## src/rtl/spm_arb_pkg.sv

```systemverilog
// Shared encodings for the SPM bus arbiter.
// States, read-return owners and bus direction codes.
package spm_arb_pkg;

  typedef enum logic [1:0] {
    S_TEST     = 2'd0,
    S_RUN      = 2'd1,
    S_IF_FORCE = 2'd2
  } state_t;

  typedef enum logic [1:0] {
    OWN_NONE = 2'd0,
    OWN_TST  = 2'd1,
    OWN_IF   = 2'd2,
    OWN_MEM  = 2'd3
  } owner_t;

  localparam logic RW_READ  = 1'b0;
  localparam logic RW_WRITE = 1'b1;

  localparam int CNT_W = 4;

endpackage

```

## src/rtl/spm_arb_starve_cnt.sv

```systemverilog
// Counts consecutive cycles in which a fetch request lost arbitration.
// Holds at STARVE_MAX-1; o_hit reports that ceiling back to the arbiter.
module spm_arb_starve_cnt
  import spm_arb_pkg::*;
#(
  parameter int STARVE_MAX = 4
) (
  input  logic             clk,
  input  logic             reset,
  input  logic             i_inc,
  input  logic             i_clr,
  output logic [CNT_W-1:0] o_starve_cnt,
  output logic             o_hit
);

  localparam logic [CNT_W-1:0] MAX_CNT =
    CNT_W'(STARVE_MAX - 1);

  logic [CNT_W-1:0] r_cnt;

  always_ff @(posedge clk or negedge reset) begin
    if (!reset) begin
      r_cnt <= '0;
    end else if (i_clr) begin
      r_cnt <= '0;
    end else if (i_inc) begin
      r_cnt <= r_cnt + 1'b1;
    end
  end

  assign o_starve_cnt = r_cnt;
  assign o_hit        = (r_cnt == MAX_CNT);

endmodule

```

## src/rtl/spm_bus_arbiter.sv

```systemverilog
// Single-port SPM arbiter: test loader, MEM-stage data and IF fetch.
// One access per cycle; read data returns one cycle later to its issuer.
module spm_bus_arbiter
  import spm_arb_pkg::*;
#(
  parameter int ADDR_W     = 30,
  parameter int DATA_W     = 32,
  parameter int STARVE_MAX = 4
) (
  input  logic              clk,
  input  logic              reset,
  input  logic              cpu_en,
  input  logic [ADDR_W-1:0] tst_addr,
  input  logic              tst_as_,
  input  logic              tst_rw,
  input  logic [DATA_W-1:0] tst_wr_data,
  output logic [DATA_W-1:0] tst_rd_data,
  output logic              tst_rd_valid,
  input  logic [ADDR_W-1:0] if_addr,
  input  logic              if_as_,
  output logic [DATA_W-1:0] if_rd_data,
  output logic              if_rd_valid,
  output logic              if_stall,
  input  logic [ADDR_W-1:0] mem_addr,
  input  logic              mem_as_,
  input  logic              mem_rw,
  input  logic [DATA_W-1:0] mem_wr_data,
  output logic [DATA_W-1:0] mem_rd_data,
  output logic              mem_rd_valid,
  output logic              mem_stall,
  output logic [ADDR_W-1:0] spm_addr,
  output logic              spm_as_,
  output logic              spm_rw,
  output logic [DATA_W-1:0] spm_wr_data,
  input  logic [DATA_W-1:0] spm_rd_data
);

  localparam logic [CNT_W-1:0] MAX_CNT =
    CNT_W'(STARVE_MAX - 1);

  state_t r_state;
  state_t w_state_nxt;
  owner_t r_rd_owner;
  owner_t w_own_nxt;

  logic w_tst_req;
  logic w_if_req;
  logic w_mem_req;
  logic w_tst_gnt;
  logic w_if_gnt;
  logic w_mem_gnt;
  logic w_if_deny;
  logic w_cnt_clr;
  logic w_sat;
  logic [CNT_W-1:0] w_starve_cnt;

  assign w_tst_req = ~tst_as_;
  assign w_if_req  = ~if_as_;
  assign w_mem_req = ~mem_as_;

  // Grants are held off while reset is asserted so the bus stays idle.
  always_comb begin
    w_tst_gnt = 1'b0;
    w_if_gnt  = 1'b0;
    w_mem_gnt = 1'b0;
    if (reset) begin
      unique case (r_state)
        S_TEST: begin
          w_tst_gnt = w_tst_req;
        end
        S_RUN: begin
          w_mem_gnt = w_mem_req;
          w_if_gnt  = w_if_req & ~w_mem_req;
        end
        S_IF_FORCE: begin
          w_if_gnt  = w_if_req;
          w_mem_gnt = w_mem_req & ~w_if_req;
        end
        default: ;
      endcase
    end
  end

  assign w_if_deny =
    (r_state == S_RUN) & w_if_req & ~w_if_gnt;
  assign w_cnt_clr = ~w_if_deny;

  spm_arb_starve_cnt #(
    .STARVE_MAX (STARVE_MAX)
  ) u_starve (
    .clk          (clk),
    .reset        (reset),
    .i_inc        (w_if_deny & ~w_sat),
    .i_clr        (w_cnt_clr),
    .o_starve_cnt (w_starve_cnt),
    .o_hit        (w_sat)
  );

  always_comb begin
    w_state_nxt = r_state;
    unique case (r_state)
      S_TEST: begin
        if (cpu_en) w_state_nxt = S_RUN;
      end
      S_RUN: begin
        if (!cpu_en)
          w_state_nxt = S_TEST;
        else if (w_if_deny &&
                 w_starve_cnt == MAX_CNT)
          w_state_nxt = S_IF_FORCE;
      end
      S_IF_FORCE: begin
        w_state_nxt = cpu_en ? S_RUN : S_TEST;
      end
      default: w_state_nxt = S_TEST;
    endcase
  end

  always_comb begin
    spm_as_     = 1'b1;
    spm_addr    = '0;
    spm_rw      = RW_READ;
    spm_wr_data = '0;
    w_own_nxt   = OWN_NONE;
    unique case (1'b1)
      w_tst_gnt: begin
        spm_as_     = 1'b0;
        spm_addr    = tst_addr;
        spm_rw      = tst_rw;
        spm_wr_data = tst_wr_data;
        if (tst_rw == RW_READ) w_own_nxt = OWN_TST;
      end
      w_if_gnt: begin
        spm_as_   = 1'b0;
        spm_addr  = if_addr;
        spm_rw    = RW_READ;
        w_own_nxt = OWN_IF;
      end
      w_mem_gnt: begin
        spm_as_     = 1'b0;
        spm_addr    = mem_addr;
        spm_rw      = mem_rw;
        spm_wr_data = mem_wr_data;
        if (mem_rw == RW_READ) w_own_nxt = OWN_MEM;
      end
      default: ;
    endcase
  end

  always_ff @(posedge clk or negedge reset) begin
    if (!reset) begin
      r_state    <= S_TEST;
      r_rd_owner <= OWN_NONE;
    end else begin
      r_state    <= w_state_nxt;
      r_rd_owner <= w_own_nxt;
    end
  end

  assign if_stall  = reset & w_if_req & ~w_if_gnt;
  assign mem_stall = reset & w_mem_req & ~w_mem_gnt;

  assign tst_rd_valid = (r_rd_owner == OWN_TST);
  assign if_rd_valid  = (r_rd_owner == OWN_IF);
  assign mem_rd_valid = (r_rd_owner == OWN_MEM);

  assign tst_rd_data = reset ? spm_rd_data : '0;
  assign if_rd_data  = reset ? spm_rd_data : '0;
  assign mem_rd_data = reset ? spm_rd_data : '0;

endmodule

```

## config.mk

```make
export PLATFORM = sky130hd
export DESIGN_NAME = spm_bus_arbiter
export DESIGN_NICKNAME = d
export VERILOG_FILES = /design/src/rtl/spm_arb_pkg.sv /design/src/rtl/spm_arb_starve_cnt.sv /design/src/rtl/spm_bus_arbiter.sv
export SDC_FILE = /design/constraint.sdc
export NUM_CORES = 1
export LEC_CHECK = 0
export BUFFER_PORTS_ARGS = -buffer_cell sky130_fd_sc_hd__buf_4
export CAP_MARGIN = 40
export CORE_AREA = 5 5 135 137
export CTS_CLUSTER_SIZE = 14
export DETAILED_ROUTE_END_ITERATION = 10
export DIE_AREA = 0 0 140 142
export GPL_TIMING_DRIVEN = 0
export PLACE_DENSITY_LB_ADDON = 0.12
export SLEW_MARGIN = 25
export SYNTH_ARGS = -nofsm -noshare
export SYNTH_HDL_FRONTEND = slang
export SYNTH_SLANG_ARGS = --single-unit
```

## constraint.sdc

```tcl
create_clock -name clk -period 2.7 [get_ports clk]
set_input_delay 0.135 -clock clk [delete_from_list [all_inputs] [get_ports clk]]
set_output_delay 0.135 -clock clk [all_outputs]
set_load 0.02 [all_outputs]
```

==> metrics.csv <==
stage,metric,value,unit
sta,fmax,406,MHz
setup_path,critical path's slowest cell,nor3_4,
sta,clk_skew,0.00266,ns
synth,largest area contributor in the netlist,buf_4,
route,DRC,0,
floorplan,chip width,140,um
synth,main area contributors after synthesis,"buf_4 (22%), and2_1 (13%), a22o_1 (13%), a221o_2 (9.6%), dfrtp_1 (9.0%)",
global_route,first-pass GRT wire length,19.0,mm
global_route,largest net degree at the start of global routing,11,
clock_network,CTS Sinks,8,
synth,most common flop cell mapped by yosys,dfrtp_1,
power,P_leak,2.91,nW
synth,"FF+latch count, synth",8,
setup_path,Slowest Stage Delay on Critical Path,0.56,ns
synth,Syn Nets,470,
synth,Synth top area share,21.9,%
setup_path,Critical Path AT,2.33,ns
global_route,initial antenna violation count,0,
synth,Synth Instances,271,
cells_and_area,# diodes,0,
power,Power per Cell Area,340,nW/um^2
power,total power draw,1.80,mW
sta,final hold viol count,0,
floorplan,I/O pins,359,
floorplan,die area,19900,um^2
setup_path,Worst EP required,2.57,ns
placed_design,GP Congestion,0.793,
cells_and_area,Final Cell Area,5290,um^2
setup_path,"CP delay by family, top",simple AND/OR/NAND/NOR gates,
global_route,GR Util All Layers,11.6,%
clock_network,clock root buffer,clkbuf_16,
synth,"EDFF count, synth",0,
setup_path,crit-path cells,inv_1 -> ha_1 -> nand2_1 -> nor3_4 -> buf_6 -> a221o_1 -> buf_4,
route,via count,3356,
setup_path,Crit. End Element,primary output,
run_status,status,"complete, no violations",
setup_path,"Max FO, Critical Path",10,
sta,Finish-stage setup viols,0,
synth,async set-reset flop share out of synthesis,100,%
floorplan,core box area,16900,um^2
sta,max-slew violation count,0,
power,worst IR drop on VDD,0.000167,V
sta,setup_tns,0,ns
synth,sequential-to-total area share from yosys stat,8.97,%
placed_design,Buffers on Ports,358,
synth,synth warn,0,
floorplan,die height,142,um
placed_design,dpl cell area,5200,um^2
synth,synth cell count leaders,"buf_4 (65), and2_1 (47), a22o_1 (33), a221o_2 (19), and2_0 (16)",
route,1st-pass router iterations,4,
clock_network,"Reg clk slew, reported paths",0.04,ns
floorplan,Row Count,48,
cells_and_area,Synth-to-Final Area Change,137,%
clock_network,TritonCTS Buffers,3,
clock_network,Clock Path Buffers,2,
sta,RSZ-0062 raised after global routing,false,
route,number of DRC markers in iteration 0,92,
cells_and_area,nets,834,
clock_network,clk_lat worst skew,0.24,ns
synth,most common cell in the netlist,buf_4,
min_path,Hold Path Class,in -> reg,
floorplan,Starting Density,13.2,%
route,Post-Route WL,12.9,mm
clock_network,CTS tree,done,
sta,crit path time final,2.46,ns
route,drt wl/cell,15.1,um
flow_run,MaxCap Viol Count,0,
sta,max_slew headroom,54.6,%
synth,Synth Cell Area,2230,um^2
route,Avg Vias per Cell,3.91,
setup_path,startpoint types,register,
global_route,vias in the first global route,3609,
sta,fin crit share,91.3,%
route,ANT nets after route,0,
placed_design,dpl hpwl,11.5,mm
setup_path,critical path buffer and inverter count,3,
synth,post-synthesis cell type count,38,
synth,"Avg Cell Area, Syn",8.23,um^2
setup_path,worst setup path class,reg -> out,
global_route,total grt overflow,0,
sta,Worst Max-Slew Pin Slew,0.679,ns
clock_network,H-tree depth,1,
cells_and_area,fraction of layout instances using a drive strength above 1,74.4,%
-- flip-flops by register name, indices dropped and copies added, names as in the netlist --
register and flops:
r_rd_owner 2, r_state 2, u_starve.o_starve_cnt 4
-- power by group --
group,total (mW),leakage (nW),internal (mW),switching (mW)
clock,0.254,0.0370,0.191,0.0629
combinational,1.39,2.76,0.723,0.670
sequential,0.154,0.109,0.136,0.0174
-- layout make-up --
cell class	count	area, um^2
Buffer	84	641
Clock buffer	3	75.1
Fill cell	1830	11600
Inverter	5	18.8
Multi-Input combinational cell	174	1380
Sequential cell	8	200
Tap cell	225	282
Timing Repair Buffer	359	2700
-- per-stage QoR --
step | cells | setup slack, ns | util (%) | hold WS (ns)
global placement | 854 | 0.435 | 30.7 | -0.0359
CTS | 858 | 0.127 | 31.2 | 0.0937
detailed placement | 854 | 0.392 | 30.7 | -0.0340
global route | 858 | 0.0586 | 31.2 | 0.105
floorplan | 271 | 0.810 | - | -0.161
finish | 858 | 0.236 | 31.2 | 0.0983
-- worst reg2reg max path, delay by kind of cell (launching register included) --
kind            cells  cell delay [ns]
compound gates      1             0.16
flops               1             0.42
simple gates        2             0.47
fa+ha+maj           1             0.32
buf+inv             2             0.44
-- what timing repair did --
item / CTS / global route
endpoints found under the setup margin: 0 / 7
endpoints found under the hold margin: 8 / 0
hold buffers: 1 / 0
setup buffers: 0 / 0
gates resized for setup: 0 / 1
-- cells by family after synthesis --
family | synth area share (%)
buffers and inverters | 29.6
adders and majority gates | 2.80
AOI/OAI and AO/OA | 31.0
and+or+nand+nor | 26.8
xor gates and xnor gates | 0.393
muxes | 0.449
DFF | 8.97
-- final timing paths --
| kind | from | end | slack (ns) | cells past startpoint |
|---|---|---|---|---|
| setup reg to reg | r_state[0]$_DFFE_PN0P_ | r_rd_owner[1]$_DFF_PN0_ | 0.81 | 6 |
| setup / recovery | r_state[0]$_DFFE_PN0P_ | spm_addr[17] | 0.24 | 7 |
| hold / removal | mem_rw | r_rd_owner[0]$_DFF_PN0_ | 0.1 | 2 |
| hold reg to reg | u_starve.o_starve_cnt[0]$_DFFE_PN0P_ | u_starve.o_starve_cnt[0]$_DFFE_PN0P_ | 0.56 | 2 |
| min in group asynchronous | reset | u_starve.o_starve_cnt[3]$_DFFE_PN0P_ | 0.28 | 2 |
| max in group asynchronous | reset | r_rd_owner[0]$_DFF_PN0_ | 2.28 | 2 |
-- layer usage --
| metal | GRT usage, % | vias up | routed length [um] | share of wire (%) |
|---|---|---|---|---|
| li1 | - | 1652 | - | - |
| met1 | 12.3 | 1502 | 4500 | 35 |
| met2 | 22.9 | 195 | 7000 | 54 |
| met3 | 3.90 | 7 | 1360 | 11 |
| met4 | 1.48 | 0 | 78 | 0.60 |
| met5 | 0 | - | 0 | 0 |
-- layout by cell type (no fill, tap or decap), types with 2 or more instances in the layout --
master     instances
a21oi_1            3
a221o_1           12
a221o_2           19
a22o_1            33
a31o_2             2
and2_0            16
and2_1            47
and2b_2            2
buf_2              5
buf_4            423
buf_6             10
clkbuf_1           4
clkbuf_16          3
dfrtp_1            8
ha_1               5
inv_1              5
nand2_1            4
nand3_1            4
nor2_1             3
nor2b_1            3
nor3_4             2
nor3b_1            3
(Power assumes the default switching activity.)
